[src/rtl/oversample_filter_pkg.sv]
// Shared definitions for the oversampling block-average filter.
// Holds the FSM state encoding and the width helpers used by the datapath.
package oversample_filter_pkg;

    localparam int unsigned W_ADC = 18;

    typedef enum logic [1:0] {
        ST_IDLE  = 2'd0,
        ST_ACCUM = 2'd1,
        ST_SEND  = 2'd2
    } state_t;

    // Accumulator needs one extra bit per doubling of the largest block.
    function automatic int unsigned acc_width(input int unsigned w_in, input int unsigned w_os);
        return w_in + (32'd1 << w_os) - 32'd1;
    endfunction

    // Sample counter wide enough to hold ratio-1 for the largest block.
    function automatic int unsigned cnt_width(input int unsigned w_os);
        return (32'd1 << w_os) - 32'd1;
    endfunction

endpackage

[src/rtl/oversample_filter_accum.sv]
// Block accumulator: running signed sum and sample count for one block.
// Exposes the sum including the current sample and a last-sample flag.
module os_accum
    import oversample_filter_pkg::*;
#(
    parameter int unsigned W_IN  = W_ADC,
    parameter int unsigned W_OS  = 3,
    localparam int unsigned W_ACC = acc_width(W_IN, W_OS),
    localparam int unsigned W_CNT = cnt_width(W_OS)
) (
    input  logic                    clk,
    input  logic                    rst,
    input  logic                    clear,
    input  logic                    add,
    input  logic signed [W_IN-1:0]  data,
    input  logic [W_OS-1:0]         os,
    output logic signed [W_ACC-1:0] total_c,
    output logic                    done_c
);

    logic signed [W_ACC-1:0] sum;
    logic [W_CNT-1:0]        count;
    logic [W_CNT:0]          count_inc;
    logic [W_CNT:0]          ratio;

    // One extra bit so a full 2^(2^W_OS-1) block compares without wrap.
    always_comb begin
        count_inc = {1'b0, count} + (W_CNT + 1)'(1);
        ratio     = (W_CNT + 1)'(1) << os;
        done_c    = (count_inc == ratio);
        total_c   = sum + W_ACC'(data);
    end

    always_ff @(posedge clk or posedge rst) begin
        if (rst) begin
            sum   <= '0;
            count <= '0;
        end else if (clear) begin
            sum   <= '0;
            count <= '0;
        end else if (add) begin
            if (done_c) begin
                sum   <= '0;
                count <= '0;
            end else begin
                sum   <= total_c;
                count <= count + W_CNT'(1);
            end
        end
    end

endmodule

[src/rtl/oversample_filter.sv]
// Block-averages 2^os signed ADC samples and emits the mean with a one-cycle strobe.
// Feeds the pid_core input stream; no backpressure, samples are never dropped.
module oversample_filter
    import oversample_filter_pkg::*;
#(
    parameter int unsigned W_IN  = W_ADC,
    parameter int unsigned W_OUT = 18,
    parameter int unsigned W_OS  = 3
) (
    input  logic                    clk_in,
    input  logic                    reset_in,
    input  logic signed [W_IN-1:0]  data_in,
    input  logic                    data_valid_in,
    input  logic [W_OS-1:0]         os_in,
    input  logic                    clear_in,
    input  logic                    update_en_in,
    input  logic                    update_in,
    output logic signed [W_OUT-1:0] data_out,
    output logic                    data_valid_out
);

    localparam int unsigned W_ACC = acc_width(W_IN, W_OS);

    state_t                  state;
    logic [W_OS-1:0]         os_active;
    logic                    flush_c;
    logic                    take_c;
    logic                    done_c;
    logic signed [W_ACC-1:0] total_c;
    logic signed [W_IN-1:0]  mean_c;

    // A clear or an accepted ratio update drops the partial block and any coincident sample.
    always_comb begin
        flush_c = clear_in | (update_in & update_en_in);
        take_c  = data_valid_in & ~flush_c;
        mean_c  = W_IN'(total_c >>> os_active);
    end

    os_accum #(
        .W_IN (W_IN),
        .W_OS (W_OS)
    ) u_accum (
        .clk     (clk_in),
        .rst     (reset_in),
        .clear   (flush_c),
        .add     (take_c),
        .data    (data_in),
        .os      (os_active),
        .total_c (total_c),
        .done_c  (done_c)
    );

    // ST_SEND also accepts a sample, which starts the next block without a gap.
    always_ff @(posedge clk_in or posedge reset_in) begin
        if (reset_in) begin
            state          <= ST_IDLE;
            os_active      <= '0;
            data_out       <= '0;
            data_valid_out <= 1'b0;
        end else begin
            data_valid_out <= 1'b0;
            if (update_in && update_en_in) begin
                os_active <= os_in;
            end
            if (flush_c) begin
                state <= ST_IDLE;
            end else if (take_c) begin
                if (done_c) begin
                    state          <= ST_SEND;
                    data_valid_out <= 1'b1;
                    data_out       <= W_OUT'(mean_c);
                end else begin
                    state <= ST_ACCUM;
                end
            end else if (state == ST_SEND) begin
                state <= ST_IDLE;
            end
        end
    end

endmodule

[config.mk]
export PLATFORM = sky130hd
export DESIGN_NAME = oversample_filter
export DESIGN_NICKNAME = d
export VERILOG_FILES = /design/src/rtl/oversample_filter_pkg.sv /design/src/rtl/oversample_filter_accum.sv /design/src/rtl/oversample_filter.sv
export SDC_FILE = /design/constraint.sdc
export NUM_CORES = 1
export LEC_CHECK = 0
export BUFFER_PORTS_ARGS = -buffer_cell sky130_fd_sc_hd__buf_2
export CAP_MARGIN = 25
export CELL_PAD_IN_SITES_DETAIL_PLACEMENT = 0
export CELL_PAD_IN_SITES_GLOBAL_PLACEMENT = 2
export CORE_ASPECT_RATIO = 1.1
export CORE_MARGIN = 2
export CORE_UTILIZATION = 40
export DETAILED_ROUTE_END_ITERATION = 12
export PLACE_DENSITY = 0.95
export SETUP_SLACK_MARGIN = 0.5
export SLEW_MARGIN = 20
export SYNTH_ARGS = -nofsm -noshare
export SYNTH_HDL_FRONTEND = slang
export SYNTH_SLANG_ARGS = --single-unit
export TNS_END_PERCENT = 1
[constraint.sdc]
create_clock -name clk_in -period 9.35 [get_ports clk_in]
set_input_delay 0.935 -clock clk_in [delete_from_list [all_inputs] [get_ports clk_in]]
set_output_delay 0.935 -clock clk_in [all_outputs]
set_load 0.02 [all_outputs]
# Word-level counts from Yosys, hierarchy flattened
# Index checks and enable logic that the tools add are counted.
dict set report classes {
  addsub 3
  mul 0
  div_mod_pow 0
  order_cmp 0
  eq_ne 1
  n_shift 2
  mux 9
  bitwise_logic 4
  n_reduce_logical 3
}
# op count
set op_table {}
lappend op_table {{25-bit two-way mux} 3}
lappend op_table {{25-bit by 18-bit adder with 25-bit output} 1}
lappend op_table {{25-bit by 3-bit >>> shifter with 18-bit output} 1}
lappend op_table {{7-bit two-way mux} 3}
lappend op_table {{7-bit by 1-bit adder with 8-bit output (second input constant)} 1}
lappend op_table {{8-bit == test} 1}
lappend op_table {{1-bit by 3-bit << shifter with 8-bit output (first input constant)} 1}
lappend op_table {{7-bit by 1-bit adder with 7-bit output (second input constant)} 1}
lappend op_table {{1-bit two-way mux} 3}
lappend op_table {{3-bit AND reduction} 1}
lappend op_table {{1-bit AND} 2}
lappend op_table {{2-bit nonzero test} 1}
lappend op_table {{1-bit logical AND} 1}
lappend op_table {{1-bit NOT} 1}
lappend op_table {{1-bit OR} 1}
dict set report word_totals {
  reg_bits 54
  latch_bits 0
  ramBits 0
  rom_bits 0
  output_inout_bits 19
  elab_cells 27
  memories 0
}

# Depth between registers and ports, before layout
# Gate-level depths: netlist of the first run.
dict set report depth {
  word_depth 6
  depth_mapped 12
  mapped_depth_nobuf 11
}

# Cells and area by module
# A second synthesis of the first run with hierarchy kept.
dict set report unflattened {
  cells_unflattened 501
  area_unflattened_um2 4626.9
}
# module instances cells_per_inst area_each_um2 seq_area_each_um2
set modules_own_cells {}
lappend modules_own_cells {os_accum 1 326 2907.8 800.8}
lappend modules_own_cells {oversample_filter 1 175 1719.1 550.5}

# Least setup slack after synthesis of the first run
# Ideal clock, no wire load.
dict set report synth_path {
  path_kind {input -> register}
  startpoint {input port data_in[0]}
  endpoint {register data_out[15]}
  setup_time_ns 0.078
  arrival_ns 3.525
  required_time_ns 9.272
  slack_ns 5.747
  stages 11
  n_path_buf 0
  path_cell_list {ha_1 > fa_1 > a211oi_1 > o211ai_1 > a221oi_2 > o21bai_1 > a311o_1 > nand2_1 > o21ai_0 > mux4_2 > o21ai_1}
}
dict set report synth_between {
  elab_chain_len 2
}
# element line_no
set synth_lines {}
lappend synth_lines {{start, declared} oversample_filter.sv:12} ;# input logic signed [W_IN-1:0] data_in,
lappend synth_lines {{25-bit by 18-bit adder with 25-bit output} oversample_filter_accum.sv:31} ;# total_c = sum + W_ACC'(data);
lappend synth_lines {{25-bit by 3-bit >>> shifter with 18-bit output} oversample_filter.sv:36} ;# mean_c = W_IN'(total_c >>> os_active);
lappend synth_lines {{end signal, assigned} oversample_filter.sv:71} ;# data_out <= W_OUT'(mean_c);
lappend synth_lines {{end, declared} oversample_filter.sv:18} ;# output logic signed [W_OUT-1:0] data_out,
# No other way between the ends.
# A chain may end at the register's enable or synchronous reset.

# Final worst setup path of the first run
# Same ends and word-level chain as after synthesis.

==> results.yml, run 1 <==
sta:
  slew_headroom_pct: 53.4
  worstMarginPinSlew_ns: 0.699
  period_needed_ns: 3.80
  post-route-period-util_pct: 40.6
  rsz0062_at_grt: "false"
  setup_violations: 0
  clock.fmax_mhz: 263
  finClkSkew_ns: 0.00695
  maxSlewViolCount: 0
  hold_viol: 0
  tns_ns: 0
  hold_ws_ns: 0.468
setup_path:
  startpoint: "data_in[0]"
  r2r_start: "os_active[2]"
  critical_path.max_fanout: 6
  start_kind: "input port"
  setup.worst_path.class: "input port to flop"
  crit_path_end_kind: "flop"
  worstReg2RegEnd: "data_out[10]"
  rr_worst_depth: 8
  rrSetupSlack_ns: 5.86
  crit_arrival_ns: 4.02
  critPathCapture: "data_out[15]"
  worst_ep_required_time_ns: 9.57
global_route:
  grt_pass1_vias: 3657
  grt_max_degree: 55
  gr-total-overflow: 0
  grt_use_total_pct: 19.7
  grt_first_pass_wirelength_um: 18500
  antenna_found_initial: 0
outcome:
  status: "completed"
cts:
  root_buffer: "clkbuf_16"
  clock_path_buffers: 2
  cts_resized: 0
  cts_tree: "built"
  insertion_delay_ns: 0.30
  ctsHoldBuffers: 0
  cts_made_buffers: 5
  h-tree-depth: 2
  cts.sinks: 54
  cts.clk_slew.worst_paths_ns: 0.07
  postCtsSetupBuffers: 0
finish:
  final_common_cell: "nand2_1"
  final_cell_mix: "67 x nand2_1, 54 x dfrtp_1, 45 x buf_2"
  nets: 569
  syn_to_final_growth_pct: 11.6
  drive_above_1_share_pct: 17.0
  antennaDiodeCount: 0
yosys:
  async_reset_ff_share_pct: 100
  ys_seq_area_share_pct: 31.1
  ys_warn_count: 0
  netlist_area_um2: 4340
  yosys_most_used_dff: "dfrtp_1"
  synth_cell_types: 63
  ys_seq_elements: 54
  synth_fp_nets: 540
  avgSynthCellArea_um2: 8.91
  synth_edf_count: 0
  synthCells: 487
drt:
  drtAntennaViolNets: 0
  vias: 3791
  dr.pass1.iters: 4
  vias_per_cell: 5.74
  wl_per_cell_um: 16.8
  dr.first_iter.drc_count: 163
  drt-total-wl_um: 11100
  post-route-drc-count: 0
power:
  ir_drop_mv: 0.0764
  p_leak_uw: 0.00222
  powerDensity_nw_per_um2: 199
die:
  row_count: 39
  io_pins: 46
  die_area_um2: 11700
  fp.coreArea_um2: 10500
  die_h_um: 113
  fp.dieW_um: 103
  initial_core_util_pct: 41.4
run:
  cap_violations: 0
place:
  dpl.hpwl_um: 8280
  place_congestion: 0.933
  port_buffers: 45
hold_path:
  hold_path.class: "flop to flop"
where the power goes:
part / total (µW) / internal, µW / switching [µW]
Combinational: 436 / 176 / 260
Clock: 215 / 127 / 88.4
Sequential: 315 / 282 / 32.6
registers in the layout, indices dropped and copies added (netlist names):
signal / cells
data_valid_out: 1
u_accum.count: 7
data_out: 18
u_accum.sum: 25
os_active: 3
worst max-delay path, cell delays in order:
cell	delay, ns
buf_2	0.10
ha_1	0.21
fa_1	0.42
a211oi_1	0.31
o211ai_1	0.15
a221oi_2	0.49
o21bai_1	0.23
a311o_1	0.34
nand2_1	0.07
o21ai_0	0.14
mux4_2	0.49
o21ai_1	0.12
cell type report:
type	count	area, µm²
fillers	1048	5650
multi-input cells	395	2840
flip-flops and latches	54	1350
repair buffers	50	267
well taps	143	179
clock buffers	6	129
clock inverters	2	37.5
inverters	10	37.5
synthesized netlist by cell type, types with 6 or more instances:
| cell type | instances | area [µm²] |
|---|---|---|
| a21o_1 | 6 | 45.0 |
| a21oi_1 | 40 | 200 |
| a22o_1 | 19 | 166 |
| and2_1 | 8 | 50.1 |
| clkbuf_1 | 23 | 86.3 |
| dfrtp_1 | 54 | 1350 |
| ha_1 | 25 | 313 |
| inv_1 | 10 | 37.5 |
| mux2_2 | 6 | 67.6 |
| mux2i_1 | 12 | 120 |
| mux4_2 | 13 | 293 |
| nand2_1 | 67 | 251 |
| nand3_1 | 14 | 70.1 |
| nor2_1 | 32 | 120 |
| nor3_1 | 6 | 30.0 |
| o211ai_1 | 7 | 52.6 |
| o21ai_0 | 35 | 175 |
| xnor2_1 | 15 | 131 |
| xor2_1 | 15 | 131 |
layer usage:
| metal | share of wire (%) | global-route usage (%) | wire length, µm | vias up |
|---|---|---|---|---|
| met1 | 49 | 30.1 | 5480 | 1838 |
| met3 | 3.9 | 2.22 | 436 | 7 |
| met5 | 0 | 0 | 0 | - |
| li1 | - | - | - | 1859 |
| met4 | 0.98 | 5.00 | 109 | 0 |
| met2 | 46 | 29.6 | 5050 | 87 |
how the worst min path moves through the flow:
stage	slack, ns	to	startpoint	cells past startpoint
global placement	0.44	data_out[9]	data_out[9]	2
detailed placement	0.46	data_out[9]	data_out[9]	2
CTS	0.48	data_out[8]	data_out[8]	2
floorplan	0.45	u_accum.sum[15]	u_accum.sum[15]	2
global route	0.51	data_out[1]	data_out[1]	2
finish	0.47	data_out[9]	data_out[9]	2
stage by stage:
stage	area [µm²]	util (%)	total power, µW	setup WS [ns]	std cells
2_1_floorplan	4340	-	633	5.75	487
3_3_place_gp	4670	44.5	745	5.35	651
3_5_place_dp	4670	44.5	752	5.28	651
4_1_cts	4830	46.1	972	5.57	659
5_1_grt	4840	46.2	1030	5.36	660
6_report	4840	46.2	966	5.55	660
kinds of logic (layout without fill, tap and decap cells):
group / Yosys count / count (layout) / synth area share (%)
and+or+nand+nor: 156 / 156 / 16.8
AOI/OAI and AO/OA: 152 / 152 / 23.8
DFF: 54 / 54 / 31.1
buffers and inverters: 38 / 68 / 3.49
muxes: 31 / 31 / 11.1
xor gates and xnor gates: 30 / 30 / 6.05
adders and majority gates: 26 / 26 / 7.67
Power figures use the tool's default switching activity.
==> run 2, diff against run 1 <==
ABC_AREA = 1   (was default)
CORE_UTILIZATION = 32   (was 40)
PLACE_DENSITY = 0.9   (was 0.95)
clock period = 3.9 ns   (was 9.35 ns; I/O delays follow)
==> run 2 against run 1 <==
Combinational power increased by 150%. Worst hold slack got worse by 0.33 ns. Critical path type is now flop to flop. Design area up 10%. Synthesized cell count up 59%. Largest cell class unchanged. First-iteration DRC count is 83% higher.
==> results.yml, run 2 <==
die:
  io_pins: 46
  initial_core_util_pct: 32.8
  row_count: 46
  fp.dieW_um: 120
  die_h_um: 132
  fp.coreArea_um2: 14500
  die_area_um2: 15900
place:
  place_congestion: 0.848
  dpl.hpwl_um: 11800
  place_ws_ns: 1.17
  port_buffers: 45
  placed_cells: 999
sta:
  period_needed_ns: 2.65
  clock.fmax_mhz: 377
  rsz0062_at_grt: "false"
  maxSlewViolCount: 0
  setup_violations: 0
  tns_ns: 0
  post-route-period-util_pct: 68.0
  worstMarginPinSlew_ns: 0.552
  finClkSkew_ns: 0.0109
  slew_headroom_pct: 63.1
  postLayoutSetupSlackWorst_ns: 1.25
  hold_viol: 0
  hold_ws_ns: 0.137
setup_path:
  start_kind: "flop"
  crit_arrival_ns: 2.84
  crit_path_end_kind: "flop"
  worst_ep_required_time_ns: 4.09
  setup.worst_path.class: "flop to flop"
  rrSetupSlack_ns: 1.25
  critical_path.max_fanout: 4
cts:
  cts.clk_slew.worst_paths_ns: 0.07
  postCtsSetupBuffers: 0
  root_buffer: "clkbuf_16"
  cts.sinks: 54
  cts_made_buffers: 5
  h-tree-depth: 2
  cts_tree: "built"
  insertion_delay_ns: 0.30
  clock_path_buffers: 2
  ctsHoldBuffers: 0
  cts_resized: 0
finish:
  syn_to_final_growth_pct: 12.0
  layout.cells.non_filler: 1007
  top_regs: "u_accum.sum (25), data_out (18), u_accum.count (7)"
  fill_cells: 1653
  final_util_pct: 36.7
  largest-register: "u_accum.sum"
  largest_reg_flops: 25
  drive_above_1_share_pct: 8.96
  nets: 867
  antennaDiodeCount: 0
  final_cell_mix: "305 x nand2_1, 130 x nand3_1, 99 x inv_1"
  final_common_cell: "nand2_1"
global_route:
  grt_pass1_vias: 4681
  gr-total-overflow: 0
  grt_first_pass_wirelength_um: 24000
  use_met3_pct: 1.43
  grt_max_degree: 30
  antenna_found_initial: 0
  busiest_layer: "met2"
  use_met2_pct: 31.7
  grt_use_total_pct: 19.0
  grtUsageMet1_pct: 27.2
drt:
  dr.first_iter.drc_count: 299
  drt-total-wl_um: 14700
  dr.pass1.iters: 5
  wl_per_cell_um: 14.6
  vias_per_cell: 4.79
  vias: 4827
  post-route-drc-count: 0
  drtAntennaViolNets: 0
yosys:
  synth_common_cells: "305 x nand2_1, 130 x nand3_1, 100 x inv_1, 54 x dfrtp_1, 34 x nor2_1"
  synth_area_leader_cell: "dfrtp_1"
  synth.most_common_cell: "nand2_1"
  ys_warn_count: 0
  ys_seq_elements: 54
  synth_top_area_share_pct: 28.4
  synth_edf_count: 0
  yosys_most_used_dff: "dfrtp_1"
  yosys-top-cells-area: "dfrtp_1 28%, nand2_1 24%, nand3_1 14%, inv_1 7.9%, ha_1 6.6%"
  avgSynthCellArea_um2: 6.14
  netlist_area_um2: 4760
  synth_fp_nets: 829
  ys_seq_area_share_pct: 28.4
  async_reset_ff_share_pct: 100
  synth_cell_types: 32
  synthCells: 776
outcome:
  status: "completed"
power:
  powerDensity_nw_per_um2: 429
  ir_drop_mv: 0.337
  p_leak_uw: 0.00297
run:
  cap_violations: 0
hold_path:
  hold_path.class: "input port to async pin"
==> run 2: changes by cell type in the layout (fill, tap and decap cells not counted), sizes merged, moves of 13 or more <==
cell   previous run  this run
a22o             19         0
nand3            15       131
nand2            67       307
inv              10       103
mux4             13         0
a21oi            40        14
==> run 2: report_power, final <==
| group | internal [µW] | total, µW | switching [µW] |
|---|---|---|---|
| logic | 344 | 1070 | 722 |
| clock network | 255 | 471 | 216 |
| registers | 678 | 749 | 71.3 |
| total | 1280 | 2290 | 1010 |
==> run 2: layer usage <==
layer,vias up,share of wire [%]
met5,-,0
met4,0,0.84
met3,7,3.0
met2,85,46
met1,2185,51
li1,2550,-
==> run 2: cell families after synthesis <==
group	share of synthesized area [%]
compound gates	6.28
flops	28.4
buf+inv	10.2
xor+xnor	3.31
simple gates	44.9
fa+ha+maj	6.99
==> run 2: cell type report <==
type	count	area [µm²]	area share [%]
multi-input cells	599	2930	54.9
repair buffers	51	270	5.07
clock buffers	6	139	2.61
inverters	103	389	7.30
flip-flops and latches	54	1350	25.4
clock inverters	2	12.5	0.235
well taps	192	240	4.51
==> run 2: worst max-delay path: stages, from the launching register on <==
cell and delay [ns]:
dfrtp_1 0.38, ha_1 0.23, fa_1 0.46, nand3_1 0.10
nand3_1 0.17, nand2_1 0.11, nand2_1 0.15, xnor2_1 0.42
nand2_1 0.13, nand3_1 0.13, nand3_1 0.08, o211ai_1 0.12
nand2_1 0.07
==> run 2: final timing paths <==
check,start,to,cells after the start
max reg2reg,u_accum.sum[0],data_out[2],12
max in group asynchronous,reset_in,u_accum.sum[9],3
min reg2reg,data_out[13],data_out[13],2
max,u_accum.sum[0],data_out[2],12
min,reset_in,u_accum.count[3],2
min in group clk_in,os_in[2],os_active[2],3
==> run 2: through the flow <==
| step | total power (µW) | instance area (µm²) |
|---|---|---|
| after floorplan | 1500 | 4760 |
| after global placement | 1820 | 5180 |
| after detailed placement | 1820 | 5180 |
| final | 2290 | 5330 |
| after CTS | 2300 | 5330 |
| after global routing | 2480 | 5330 |
==> run 3, diff against run 2 <==
CORE_UTILIZATION = 29   (was 32)
PLACE_DENSITY = 0.87   (was 0.9)
clock period = 2.35 ns   (was 3.9 ns; I/O delays follow)
==> run 3 against run 2 <==
Power is 88% higher. Via count is 4.4% higher. Die area is 10% higher. Register-to-register slack worse by 1.1 ns. Highest routed layer unchanged. The flow now finishes with violations (hold timing).
==> results.yml, run 3 (synthesis results as in run 2) <==
outcome:
  status: "complete, but fails checks"
  violations: "hold timing"
power:
  intPower_uw: 2450
  powerDensity_nw_per_um2: 693
  ir_drop_mv: 0.433
  clkPwrFrac_pct: 20.9
  comb_power_share_pct: 49.5
  seq_power_share_pct: 29.6
  total_power_uw: 4300
  switching_power_uw: 1850
  swShare_pct: 43.0
  p_leak_uw: 0.00326
cts:
  clock_path_buffers: 2
  cts.clk_slew.worst_paths_ns: 0.08
  cts_made_buffers: 5
  cts_tree: "built"
  insertion_delay_ns: 0.31
  root_buffer: "clkbuf_16"
  h-tree-depth: 2
  cts.sinks: 54
  ctsHoldBuffers: 0
setup_path:
  r2r_start: "u_accum.sum[17]"
  critical_path.max_fanout: 4
  crit_arrival_ns: 2.38
  crit_path_end_kind: "flop"
  startpoint: "u_accum.sum[17]"
  worst_ep_required_time_ns: 2.55
  start_kind: "flop"
  rr_worst_depth: 14
  setup.worst_path.class: "flop to flop"
sta:
  maxSlewViolCount: 0
  slew_headroom_pct: 60.2
  clock.fmax_mhz: 460
  period_needed_ns: 2.18
  setup_violations: 0
  hold_ws_ns: -0.0118
  rsz0062_at_grt: "true"
  post-route-period-util_pct: 92.6
  finClkSkew_ns: 0.00892
  worstMarginPinSlew_ns: 0.597
  hold_viol: 24
place:
  port_buffers: 45
  place_congestion: 0.857
  dpl.hpwl_um: 12100
finish:
  top_regs: "u_accum.sum (25), data_out (18), u_accum.count (7)"
  final_cell_mix: "286 x nand2_1, 117 x nand3_1, 98 x inv_1"
  largest-register: "u_accum.sum"
  antennaDiodeCount: 0
  nets: 909
  fill_cells: 1823
  final_common_cell: "nand2_1"
  syn_to_final_growth_pct: 30.4
  drive_above_1_share_pct: 22.3
  largest_reg_flops: 25
drt:
  vias: 5037
  drt-total-wl_um: 15900
  drtAntennaViolNets: 0
  dr.pass1.iters: 5
  dr.first_iter.drc_count: 261
  wl_per_cell_um: 15.0
  vias_per_cell: 4.75
  post-route-drc-count: 0
global_route:
  grt_first_pass_wirelength_um: 25800
  grt_pass1_vias: 4941
  grt_max_degree: 31
  grt_use_total_pct: 18.3
  antenna_found_initial: 0
  gr-total-overflow: 0
run:
  cap_violations: 0
die:
  fp.coreArea_um2: 16200
  die_area_um2: 17500
  io_pins: 46
  initial_core_util_pct: 29.4
  row_count: 49
  die_h_um: 138
  fp.dieW_um: 126
hold_path:
  hold_path.class: "input port to async pin"
-- run 3: cell count changes in the layout (fill, tap and decap cells not counted), moves of 4 or more --
cell / before / now
buf_4: 6 / 46
ha_1: 25 / 5
ha_4: 0 / 18
nand2_1: 305 / 286
nand2_2: 2 / 18
nand3_1: 130 / 117
nand3_2: 0 / 12
nor2_1: 33 / 25
nor2_2: 5 / 9
nor2_4: 1 / 5
xnor2_1: 9 / 5
-- run 3: path summary, 6_finish.rpt --
| check | slack [ns] | end |
|---|---|---|
| max reg2reg | 0.17 | data_out[12] |
| min in group clk_in | 0.13 | os_active[0] |
| min reg2reg | 0.48 | data_out[3] |
| min | -0.01 | u_accum.count[2] |
| max | 0.17 | data_out[12] |
| max in group asynchronous | 1.76 | u_accum.sum[17] |
-- run 3: layer usage --
| metal | vias to the layer above | part of all wire, % | track usage (%) |
|---|---|---|---|
| met1 | 2309 | 50 | 26.5 |
| met5 | - | 0 | 0 |
| li1 | 2630 | - | - |
| met4 | 0 | 1.3 | 4.63 |
| met2 | 87 | 45 | 29.5 |
| met3 | 11 | 2.9 | 1.32 |
-- run 3: power by group through the flow --
stage                     Sequential (µW)  Clock, µW  Combinational, µW
after floorplan                      1420          0               1080
after global routing                 1300        970               2370
after CTS                            1270        926               2060
after global placement               1270          0               1860
final                                1270        900               2130
after detailed placement             1260          0               1860
-- run 3: what timing repair did --
item,4_1_cts,5_1_grt
resized for setup,64,27
gates cloned,0,0
pin swaps,14,8
setup endpoints to repair,51,51
setup buffers,13,5
-- run 3: stage by stage --
| step | std cells | setup TNS (ns) | instance area [µm²] | worst slack [ns] | util, % |
|---|---|---|---|---|---|
| floorplan | 776 | 0 | 4780 | 0.389 | - |
| global placement | 1035 | -0.261 | 5420 | -0.0759 | 33.5 |
| detailed placement | 1035 | -0.245 | 5420 | -0.0676 | 33.5 |
| CTS | 1056 | 0 | 6070 | 0.200 | 37.5 |
| global route | 1061 | 0 | 6210 | 0.0230 | 38.4 |
| finish | 1061 | 0 | 6210 | 0.174 | 38.4 |
-- run 3: worst max-delay path, cell delays in order (launching register included) --
cell and delay, ns:
dfrtp_2 0.45, ha_4 0.29, nand2_1 0.09, nor2_1 0.15
inv_1 0.08, nor2_2 0.11, nand3b_1 0.15, nand3_1 0.12
nand2_1 0.10, nand2_2 0.12, nand2_1 0.07, nand3_1 0.08
nand3_1 0.10, nand3_1 0.10, nand2_1 0.05
-- run 3: cell type report --
class	count	area (µm²)	share of cell area [%]
Multi-Input combinational cell	599	3430	55.3
Timing Repair Buffer	93	611	9.83
Inverter	103	389	6.27
Clock inverter	2	37.5	0.605
Clock buffer	6	129	2.08
Tap cell	204	255	4.11
Sequential cell	54	1360	21.8
